[src/rtl/cordic_arbiter.sv]
// -----------------------------------------------------------------------------
// cordic_arbiter
// Shares one iterative CORDIC sin/cos core between two requesters (A and B).
// A request seen in IDLE is granted round-robin. Its angle is latched and
// presented to the core, which is cleared for one cycle and then run for
// ITERATIONS cycles. The core results are captured, and a one-cycle DONE
// pulse goes back to the granted requester.
//
// Ports
//   clk_i          : sole clock, rising edge
//   rst_n_i        : synchronous active-low reset
//   req_a_i/req_b_i: requester A/B wants one sin/cos evaluation
//   angle_a_i/_b_i : requester angle, unsigned fraction of 90 deg
//   done_a_o/_b_o  : one-cycle pulse, result for that requester is valid
//   sin_out_o      : captured sine (two's complement), held until next capture
//   cos_out_o      : captured cosine (two's complement), held until next capture
//   busy_o         : high whenever the FSM is not idle
//   core_angle_o   : registered angle driven to the CORDIC core
//   core_start_o   : core run control (0 clears the core, 1 iterates)
//   core_sin_i/_cos_i : core results, valid after ITERATIONS run cycles
// -----------------------------------------------------------------------------
module cordic_arbiter #(
  parameter int ITERATIONS = 8,
  parameter int WIDTH      = 8
) (
  input  logic             clk_i,
  input  logic             rst_n_i,
  input  logic             req_a_i,
  input  logic             req_b_i,
  input  logic [WIDTH-1:0] angle_a_i,
  input  logic [WIDTH-1:0] angle_b_i,
  output logic             done_a_o,
  output logic             done_b_o,
  output logic [WIDTH-1:0] sin_out_o,
  output logic [WIDTH-1:0] cos_out_o,
  output logic             busy_o,
  output logic [WIDTH-1:0] core_angle_o,
  output logic             core_start_o,
  input  logic [WIDTH-1:0] core_sin_i,
  input  logic [WIDTH-1:0] core_cos_i
);

  localparam int                CNT_W    = $clog2(ITERATIONS) + 1;
  localparam logic [CNT_W-1:0]  CNT_LAST = CNT_W'(ITERATIONS - 1);
  localparam logic [CNT_W-1:0]  CNT_ONE  = CNT_W'(1);
  localparam logic [CNT_W-1:0]  CNT_ZERO = CNT_W'(0);

  typedef enum logic [2:0] {
    ST_IDLE    = 3'd0,
    ST_LOAD    = 3'd1,
    ST_RUN     = 3'd2,
    ST_CAPTURE = 3'd3,
    ST_DONE    = 3'd4
  } state_e;

  // Grant and pointer encoding: 0 selects requester A, 1 selects requester B.
  state_e           state_q,      state_d;
  logic             ptr_q,        ptr_d;
  logic             grant_q,      grant_d;
  logic [CNT_W-1:0] cnt_q,        cnt_d;
  logic [WIDTH-1:0] core_angle_q, core_angle_d;
  logic             core_start_q, core_start_d;
  logic             busy_q,       busy_d;
  logic [WIDTH-1:0] sin_q,        sin_d;
  logic [WIDTH-1:0] cos_q,        cos_d;
  logic             done_a_q,     done_a_d;
  logic             done_b_q,     done_b_d;

  logic             grant_b_s;

  // Round-robin pick: B wins when it is alone, or when both request and the
  // pointer favours B; every other requesting case goes to A.
  always_comb begin
    grant_b_s = req_b_i & (~req_a_i | ptr_q);
  end

  // Next-state and next-output logic. The outputs are computed for the state
  // being entered so that every output leaves a flop.
  always_comb begin
    state_d      = state_q;
    ptr_d        = ptr_q;
    grant_d      = grant_q;
    cnt_d        = cnt_q;
    core_angle_d = core_angle_q;
    core_start_d = core_start_q;
    busy_d       = busy_q;
    sin_d        = sin_q;
    cos_d        = cos_q;
    done_a_d     = 1'b0;
    done_b_d     = 1'b0;

    case (state_q)
      ST_IDLE: begin
        // Requests are looked at only here; anything raised later waits.
        if (req_a_i || req_b_i) begin
          state_d      = ST_LOAD;
          grant_d      = grant_b_s;
          core_angle_d = grant_b_s ? angle_b_i : angle_a_i;
          busy_d       = 1'b1;
          core_start_d = 1'b0;
        end else begin
          state_d      = ST_IDLE;
          busy_d       = 1'b0;
          core_start_d = 1'b0;
        end
      end

      ST_LOAD: begin
        // The single LOAD cycle keeps the core cleared; iteration starts next.
        state_d      = ST_RUN;
        cnt_d        = CNT_ZERO;
        core_start_d = 1'b1;
        busy_d       = 1'b1;
      end

      ST_RUN: begin
        core_start_d = 1'b1;
        busy_d       = 1'b1;
        if (cnt_q == CNT_LAST) begin
          state_d = ST_CAPTURE;
        end else begin
          state_d = ST_RUN;
          cnt_d   = cnt_q + CNT_ONE;
        end
      end

      ST_CAPTURE: begin
        // The core is still enabled in this cycle, so its outputs are stable
        // while they are sampled.
        sin_d        = core_sin_i;
        cos_d        = core_cos_i;
        state_d      = ST_DONE;
        core_start_d = 1'b0;
        busy_d       = 1'b1;
        done_a_d     = ~grant_q;
        done_b_d     = grant_q;
      end

      ST_DONE: begin
        // Hand priority to whoever was not served.
        ptr_d        = ~grant_q;
        cnt_d        = CNT_ZERO;
        state_d      = ST_IDLE;
        core_start_d = 1'b0;
        busy_d       = 1'b0;
      end

      default: begin
        state_d      = ST_IDLE;
        cnt_d        = CNT_ZERO;
        core_start_d = 1'b0;
        busy_d       = 1'b0;
      end
    endcase
  end

  // State and output registers with synchronous active-low reset.
  always_ff @(posedge clk_i) begin
    if (!rst_n_i) begin
      state_q      <= ST_IDLE;
      ptr_q        <= 1'b0;
      grant_q      <= 1'b0;
      cnt_q        <= CNT_ZERO;
      core_angle_q <= '0;
      core_start_q <= 1'b0;
      busy_q       <= 1'b0;
      sin_q        <= '0;
      cos_q        <= '0;
      done_a_q     <= 1'b0;
      done_b_q     <= 1'b0;
    end else begin
      state_q      <= state_d;
      ptr_q        <= ptr_d;
      grant_q      <= grant_d;
      cnt_q        <= cnt_d;
      core_angle_q <= core_angle_d;
      core_start_q <= core_start_d;
      busy_q       <= busy_d;
      sin_q        <= sin_d;
      cos_q        <= cos_d;
      done_a_q     <= done_a_d;
      done_b_q     <= done_b_d;
    end
  end

  assign done_a_o     = done_a_q;
  assign done_b_o     = done_b_q;
  assign sin_out_o    = sin_q;
  assign cos_out_o    = cos_q;
  assign busy_o       = busy_q;
  assign core_angle_o = core_angle_q;
  assign core_start_o = core_start_q;

endmodule

[config.mk]
export PLATFORM = sky130hd
export DESIGN_NAME = cordic_arbiter
export DESIGN_NICKNAME = d
export VERILOG_FILES = /design/src/rtl/cordic_arbiter.sv
export SDC_FILE = /design/constraint.sdc
export NUM_CORES = 1
export LEC_CHECK = 0
export ABC_AREA = 1
export CAP_MARGIN = 40
export CORE_MARGIN = 2
export CORE_UTILIZATION = 41
export DETAILED_ROUTE_END_ITERATION = 10
export PLACE_DENSITY = 0.79
export SYNTH_ARGS = -nofsm -noshare
export SYNTH_HDL_FRONTEND = slang
export SYNTH_SLANG_ARGS = --single-unit
[constraint.sdc]
create_clock -name clk_i -period 1.5 [get_ports clk_i]
set_input_delay 0.3 -clock clk_i [delete_from_list [all_inputs] [get_ports clk_i]]
set_output_delay 0.3 -clock clk_i [all_outputs]
set_load 0.05 [all_outputs]
==> summary.txt, run 1 <==
Status - completed
Max_slew headroom - 70.7%
Final Max Slew Viols - 0
Io pins - 64
Crit path kind - register to primary output
Setup slack at placement - -0.130 ns
Pwr/cell area - 999 nW/um^2
Port Buffers - 63
Post_cts resized - 0
DRT iter0 DRCs - 60
Internal power - 1670 uW
Die height - 63.2 microns
FMAX - 707 MHz
Unrepaired setup endpoints after global routing - false
Sequential Power Share - 45.2%
Fin. Hold Viols - 0
Most used DFF post-synth - dfxtp_1
Fraction of registers with async set/reset - 0%
DRC Markers - 0
Antenna viol nets, final - 0
Sw frac - 32.4%
Top-count cell post-synth - nor2_1
Initial core utilization - 42.7%
DP Area - 2410 sq um
H-Tree Depth - 2
CP Capture Type - primary output
Via density - 4.73
Crit-path max FO - 6
CTS Buf Count - 5
CP required - 1.20 ns
Synthesized area - 1440 sq um
Total power - 2470 uW
Clock slew at reported path FFs - 0.09 ns
WL final - 3440 microns
Clock Latency Late Sink - 0.34 ns
DIE WIDTH - 63.2 microns
Worst Tran Pin Value - 0.437 ns
Largest cells by area after synthesis - dfxtp_1 (50%), nor2_1 (14%), nand2_1 (8.1%)
Post-synth EDFFs - 0
Max VDD drop - 744 uV
Antenna violations before repair - 0
NetSw - 799 uW
Minimum clock period - 1.41 ns
Max-Cap Viols - 0
CTS tree - yes
Nets - 299
DIE AREA - 3990 sq um
Root Buffer - clkbuf_4
Synth warnings - 0
Clock share of power - 21.2%
Hold slack final - 0.472 ns
Clk buf depth - 2
Comb pwr share - 33.6%
CP Data Arrival Time - 1.11 ns
Yosys top cell area share - 50.2%
RD Place Congestion - 0.779
Cell count after synthesis - 193
Total grt overflow - 0
Vias in the first global route - 1354
Synthesized Nets - 230
Row count - 21
Routed vias - 1462
Cts hold-fix bufs - 0
Final setup fails - 0
Worst Setup Slack, final - 0.0851 ns
Setup tns final - 0 ns
Share of cells above drive strength 1 - 19.0%
Hold crit path type - register to register
CTS sink count - 36
Hpwl dp - 2710 microns
Critical Path Source Type - register
Cell variety after synth - 22
Seq/Total Area, Yosys - 50.2%
First-pass GRT wire length - 5730 microns
Finished Cell Area - 2470 sq um
Largest net degree at the start of global routing - 19
Commonest cells post-synth - nor2_1 (53), dfxtp_1 (36), nand2_1 (31)
Drt wl/cell - 11.1 microns
Syn Area/Cell - 7.44 sq um
Period utilisation layout - 94.3%
Leakage - 0.00100 uW
Flops & latches, synth - 36
Worst Clk Skew - 0.0115 ns
Post-CTS setup buffer count - 0
ANT cells - 0
Core footprint - 3360 sq um
TritonRoute pass-1 iters - 4
Gr usage total - 18.7%
Area growth syn-to-layout - 72.0%
Area leader, netlist - dfxtp_1
## layout make-up
type	count	area [sq um]
Timing Repair Buffer	69	956
Multi-Input combinational cell	141	639
Clock buffer	8	58.8
Tap cell	46	57.6
Inverter	9	37.5
Fill cell	267	893
Sequential cell	36	721
## layout by cell type, fill, tap and decap left out, types with 2 or more instances in the layout
cell             count
nor2_1              53
inv_1                6
a21oi_1             13
clkbuf_1             2
clkbuf_4             5
buf_12              28
o21ai_0             22
dfxtp_1             36
nand2_1             31
or2_2                2
nand3_1              6
nor3_1               2
nand2_2              2
clkdlybuf4s50_1     35
o21ai_1              5
buf_4                6
## cell families (layout without fill, tap and decap cells)
group | after synthesis | after routing | synth area share, %
AOI/OAI and AO/OA | 41 | 41 | 14.5
adders and majority gates | 1 | 1 | 0.871
buffers and inverters | 16 | 86 | 5.31
DFF | 36 | 36 | 50.2
and+or+nand+nor | 99 | 99 | 29.1
## metrics by stage
stage / utilization, % / cells
final: 73.4 / 309
after global routing: 73.4 / 309
after CTS: 73.3 / 309
after detailed placement: 71.6 / 301
after global placement: 71.6 / 301
after floorplan: - / 193
## worst max-delay path: stages (launching register included)
cell     delay [ns]
dfxtp_1        0.48
buf_4          0.18
buf_12         0.12
## final timing paths
kind / depth (start not counted) / slack (ns) / endpoint / startpoint
max reg2reg: 4 / 0.18 / cos_out_o[5] / core_start_o
min: 2 / 0.47 / cnt_q[3] / cnt_q[3]
max: 2 / 0.09 / core_start_o / core_start_o
min reg2reg: 2 / 0.47 / cnt_q[3] / cnt_q[3]
## flip-flops by register name (all words and copies together), names as in the netlist, 2 cells and up
register / cells
cnt_q: 4
core_angle_o: 8
cos_out_o: 8
sin_out_o: 8
state_q: 2
## power groups by stage
stage / Combinational, uW / Sequential [uW] / Clock (uW)
after global routing: 888 / 1120 / 594
after CTS: 835 / 1120 / 540
after global placement: 819 / 1140 / 0
final: 830 / 1110 / 523
after detailed placement: 833 / 1140 / 0
after floorplan: 240 / 1310 / 0
## layer usage
layer	vias to the layer above	wire [microns]	global-route usage (%)
met4	0	55	8.42
met2	64	1610	31.0
met1	638	1480	20.5
met3	4	294	8.57
met5	-	0	0
li1	756	-	-
Note: power is estimated with default switching activity, not from simulation.
==> inputs of run 2 (changes only) <==
--- a/config.mk
+++ b/config.mk
@@ -11,2 +11,3 @@
 export CORE_UTILIZATION = 41
+export CTS_BUF_LIST = sky130_fd_sc_hd__clkbuf_8 sky130_fd_sc_hd__clkbuf_16
 export DETAILED_ROUTE_END_ITERATION = 10
--- a/constraint.sdc
+++ b/constraint.sdc
@@ -3,2 +3,2 @@
 set_output_delay 0.3 -clock clk_i [all_outputs]
-set_load 0.05 [all_outputs]
+set_load 0.1 [all_outputs]
==> run 2 against run 1 <==
  * Non-clock buffer count did not move
  * Critical path depth rose by 3
  * Fmax rose by 6.3%
  * Hold slack got worse by 0.0041 ns
  * Die area did not move
  * Register-to-register slack improved by 0.04 ns
  * Combinational power rose by 27%
  * Utilization rose by 1.0 points
  * Clock skew fell by 0.0065 ns
  * Sequential cell count did not move
  * Sequential share of layout area fell by 0.36 points
==> summary.txt, run 2 (synthesized netlist as in run 1, its figures left out) <==
Status - completed
Minimum clock period - 1.33 ns
Port Buffers - 63
Internal power - 1850 uW
Fin. Hold Viols - 0
Critical-path top delay cell - clkdlybuf4s50_1
CP delay by family, top - simple AND/OR/NAND/NOR gates
Comb pwr share - 36.5%
Clock Latency Late Sink - 0.28 ns
Worst r2r src - state_q[0]
Clock slew at reported path FFs - 0.07 ns
WL final - 3360 microns
ANT cells - 0
Clk buf depth - 2
CTS tree - yes
Pwr/cell area - 1150 nW/um^2
DIE AREA - 3990 sq um
Max-Cap Viols - 0
Antenna viol nets, final - 0
TritonRoute pass-1 iters - 3
Post-CTS setup buffer count - 0
Setup crit start - req_b_i
Sequential Power Share - 38.8%
Share of cells above drive strength 1 - 19.5%
Max VDD drop - 561 uV
RD Place Congestion - 0.786
CP Data Arrival Time - 1.50 ns
H-Tree Depth - 2
Nets - 299
Sw frac - 36.0%
Hpwl dp - 2620 microns
Area growth syn-to-layout - 74.4%
Root Buffer - clkbuf_8
Largest net degree at the start of global routing - 19
Crit path kind - input port to register
Finished Cell Area - 2500 sq um
Most frequent cells in the layout - nor2_1 (53), dfxtp_1 (35), clkdlybuf4s50_1 (35)
NetSw - 1040 uW
Via density - 4.67
Critical Path Source Type - input port
Final setup fails - 0
Die height - 63.2 microns
Period utilisation layout - 88.7%
CP required - 1.67 ns
Commonest non-fill, non-tap cell in the layout - nor2_1
Clock share of power - 24.7%
Io pins - 64
# fillers - 260
Crit-path max FO - 18
CTS Buf Count - 5
FMAX - 751 MHz
Drt wl/cell - 10.9 microns
DRC Markers - 0
Routed vias - 1438
Antenna violations before repair - 0
CP Capture Type - register
Leakage - 0.00103 uW
CP most frequent cell - nor2_1
DRT iter0 DRCs - 73
Worst Path Buf+Inv - 1
Worst Clk Skew - 0.00502 ns
Worst Tran Pin Value - 0.465 ns
DIE WIDTH - 63.2 microns
DP Area - 2410 sq um
Cts hold-fix bufs - 0
Crit-path max cell delay - 0.43 ns
Hold crit path type - register to register
Hold Path Origin - cnt_q[3]
Row count - 21
Setup tns final - 0 ns
Initial core utilization - 42.7%
Unrepaired setup endpoints after global routing - false
CTS sink count - 36
Worst-path cell chain - clkdlybuf4s50_1 -> nor2_1 -> nor2_8 -> o21ai_0 -> nor2_1
Total grt overflow - 0
Final Max Slew Viols - 0
Max_slew headroom - 68.9%
Post_cts resized - 0
First-pass GRT wire length - 6000 microns
Vias in the first global route - 1320
Core footprint - 3360 sq um
Gr usage total - 19.2%
==> run 2: changes by cell type in the layout (fill, tap and decap cells not counted), sizes merged <==
cell,previous run,this run
clkbuf,8,7
inv,7,8
clkinvlp,1,0
==> run 2: worst reg2reg max path, cell delays in order (launching register included) <==
cell,delay [ns]
dfxtp_1,0.43
nand3_1,0.20
inv_1,0.40
nor2_1,0.09
nor2_1,0.10
==> run 2: final cells by class <==
class,instances,area (sq um),area share (%)
Sequential cell,36,722,28.8
Multi-Input combinational cell,141,639,25.5
Clock buffer,7,96.3,3.85
Tap cell,46,57.6,2.30
Timing Repair Buffer,69,956,38.2
Inverter,9,33.8,1.35
==> run 2: path summary, 6_finish.rpt <==
kind / slack (ns) / to / cells after the start
worst max-delay path: 0.17 / core_angle_o[0] / 5
worst max register to register: 0.22 / sin_out_o[5] / 4
worst min-delay path: 0.47 / cnt_q[3] / 2
worst min register to register: 0.47 / cnt_q[3] / 2
==> run 2: through the flow <==
| stage | setup slack (ns) | instances | hold slack [ns] | power, uW | util (%) |
|---|---|---|---|---|---|
| 4_1_cts | 0.162 | 308 | 0.468 | 2920 | 74.5 |
| 3_5_place_dp | -0.113 | 301 | 0.458 | 2200 | 71.6 |
| 2_1_floorplan | 0.0388 | 193 | 0.418 | 1780 | - |
| 5_1_grt | 0.0389 | 308 | 0.518 | 3040 | 74.5 |
| 6_report | 0.169 | 308 | 0.468 | 2890 | 74.5 |
| 3_3_place_gp | -0.0511 | 301 | 0.453 | 2180 | 71.6 |
==> run 2: layer usage <==
layer / routed length [microns] / vias up / GRT usage [%]
li1: - / 755 / -
met4: 43 / 0 / 5.71
met1: 1400 / 629 / 22.7
met3: 260 / 7 / 7.86
met5: 0 / - / 0
met2: 1660 / 47 / 31.8
==> run 2: power groups by stage <==
stage	Combinational [uW]	Sequential (uW)	Clock (uW)
final	1050	1120	713
after global routing	1120	1130	799
after CTS	1060	1120	738
after detailed placement	1060	1140	0
after global placement	1040	1140	0
after floorplan	240	1540	0
==> inputs of run 3 (changes only) <==
- ABC_AREA: 1 -> not set
- CORE_UTILIZATION: 41 -> 42
==> run 3 against run 2 <==
  * Sequential cell count unchanged
  * Die area up 2.3%
  * Design area up 5.1%
  * Synthesized cell count down 17%
  * Cell count down 9.4%
  * Largest cell class unchanged
  * Largest power group is now combinational cells
  * Highest routed layer unchanged
==> summary.txt, run 3 <==
Status - completed
Total power - 3050 uW
CP required - 1.68 ns
Fin util - 77.7%
Most frequent cells in the layout - dfxtp_1 (35), clkdlybuf4s50_1 (35), nand2_1 (32)
Sequential Power Share - 36.8%
Clock share of power - 24.7%
Nets - 269
Crit-path max cell delay - 0.49 ns
Share of cells above drive strength 1 - 26.2%
Core footprint - 3390 sq um
Max_slew headroom - 75.9%
Sw frac - 36.6%
Internal power - 1930 uW
CTS sink count - 36
Hpwl dp - 3140 microns
Antenna violations before repair - 0
Antenna viol nets, final - 0
Crit-path max FO - 8
Die height - 63.9 microns
Unrepaired setup endpoints after global routing - false
Synthesized Nets - 197
Crit path kind - input port to register
Worst-path cell chain - clkdlybuf4s50_1 -> buf_4 -> a21bo_2 -> o32a_1 -> o221a_2
Via density - 5.39
Cell count after synthesis - 160
Area growth syn-to-layout - 74.6%
Critical-path top delay cell - clkdlybuf4s50_1
Critical Path Source Type - input port
Period utilisation layout - 96.4%
Most used DFF post-synth - dfxtp_1
DRC Markers - 0
Commonest cells post-synth - dfxtp_1 (36), nand2_1 (32), a21boi_0 (17)
Synth warnings - 0
Total grt overflow - 0
FMAX - 692 MHz
Top-count cell post-synth - dfxtp_1
Synthesized area - 1510 sq um
Drt wl/cell - 14.7 microns
DIE WIDTH - 63.9 microns
Seq/Total Area, Yosys - 47.8%
Clk buf depth - 2
CP Capture Type - register
Vias in the first global route - 1619
Final Max Slew Viols - 0
Clock Latency Late Sink - 0.29 ns
Final setup fails - 0
WL final - 4100 microns
First-pass GRT wire length - 7110 microns
Worst Tran Pin Value - 0.359 ns
Worst Clk Skew - 0.00759 ns
Leakage - 0.00101 uW
Pwr/cell area - 1160 nW/um^2
CTS tree - yes
Flops & latches, synth - 36
CP delay by family, top - compound AO/OA/AOI/OAI gates
CTS Buf Count - 5
Row count - 21
Area leader, netlist - dfxtp_1
Port Buffers - 63
DRT iter0 DRCs - 65
Gr usage total - 21.8%
Io pins - 64
Fin. Hold Viols - 0
Clock slew at reported path FFs - 0.07 ns
Fraction of registers with async set/reset - 0%
Max-Cap Viols - 0
Minimum clock period - 1.45 ns
Hold crit path type - register to register
CP Data Arrival Time - 1.63 ns
Syn Area/Cell - 9.42 sq um
Comb pwr share - 38.5%
DIE AREA - 4090 sq um
Post-synth EDFFs - 0
Routed vias - 1503
RD Place Congestion - 0.753
Yosys top cell area share - 47.8%
ANT cells - 0
Post-CTS setup buffer count - 0
TritonRoute pass-1 iters - 5
Largest cells by area after synthesis - dfxtp_1 (48%), a21boi_0 (8.5%), nand2_1 (8.0%)
Cell variety after synth - 36
NetSw - 1120 uW
Root Buffer - clkbuf_8
Initial core utilization - 44.5%
Worst Path Buf+Inv - 2
Largest net degree at the start of global routing - 23
Max VDD drop - 712 uV
H-Tree Depth - 2
run 3: cell types whose count changed in the layout (fill, tap and decap cells not counted), sizes merged, moves of 6 or more:
cell	before	now
a21boi	0	17
a21oi	13	4
buf	34	40
o221a	0	8
nor2	56	6
o32a	0	8
o21ai	28	1
run 3: final timing paths:
kind                      from               to  slack, ns  cells after the start
hold / removal         grant_q         done_b_o       0.49                      1
setup reg to reg  core_start_o  core_angle_o[4]       0.08                      3
hold reg to reg        grant_q         done_b_o       0.49                      1
setup / recovery       req_a_i  core_angle_o[5]       0.05                      5
run 3: final cells by class:
cell class	count	area, sq um
Sequential cell	36	724
Inverter	4	15.0
Multi-Input combinational cell	110	732
Fill cell	223	757
Clock inverter	2	8.76
Tap cell	46	57.6
Timing Repair Buffer	75	1000
Clock buffer	6	93.8
run 3: stage by stage:
stage	cells	setup slack, ns	cell area (sq um)	TNS, ns	hold WS, ns
global placement	271	-0.268	2520	-1.85	0.459
global route	279	0.00324	2630	0	0.500
detailed placement	271	-0.323	2520	-2.44	0.474
CTS	279	0.0240	2630	0	0.486
finish	279	0.0547	2630	0	0.487
floorplan	160	0.0444	1510	0	0.445
run 3: layer usage:
layer | track usage, % | part of all wire (%)
met5 | 0 | 0
met4 | 7.88 | 1.3
met2 | 38.8 | 51
met3 | 6.34 | 7.4
met1 | 24.6 | 41
run 3: worst reg2reg max path: stages, from the launching register on:
cell and delay [ns]:
dfxtp_4 0.35, or3_1 0.44, nor2_2 0.34, o221a_2 0.24
run 3: power by group through the flow:
stage	sequential [uW]	combinational (uW)	clock [uW]
4_1_cts	1120	1180	764
6_report	1120	1170	751
5_1_grt	1130	1220	803
3_3_place_gp	1140	1150	0
3_5_place_dp	1140	1170	0
2_1_floorplan	1570	253	0
run 3: kinds of logic after synthesis:
group,Yosys count,share of synthesized area [%]
AND/OR/NAND/NOR,62,20.9
AO/OA/AOI/OAI,46,25.9
XOR/XNOR,1,0.581
flip-flops,36,47.8
buffers and inverters,14,3.98
adder cells (fa/ha/maj),1,0.830
run 3: what timing repair did:
| action | in CTS | in global routing |
|---|---|---|
| gates resized for setup | 1 | 2 |
| hold buffers | 0 | 0 |
| endpoints found under the setup margin | 1 | 4 |
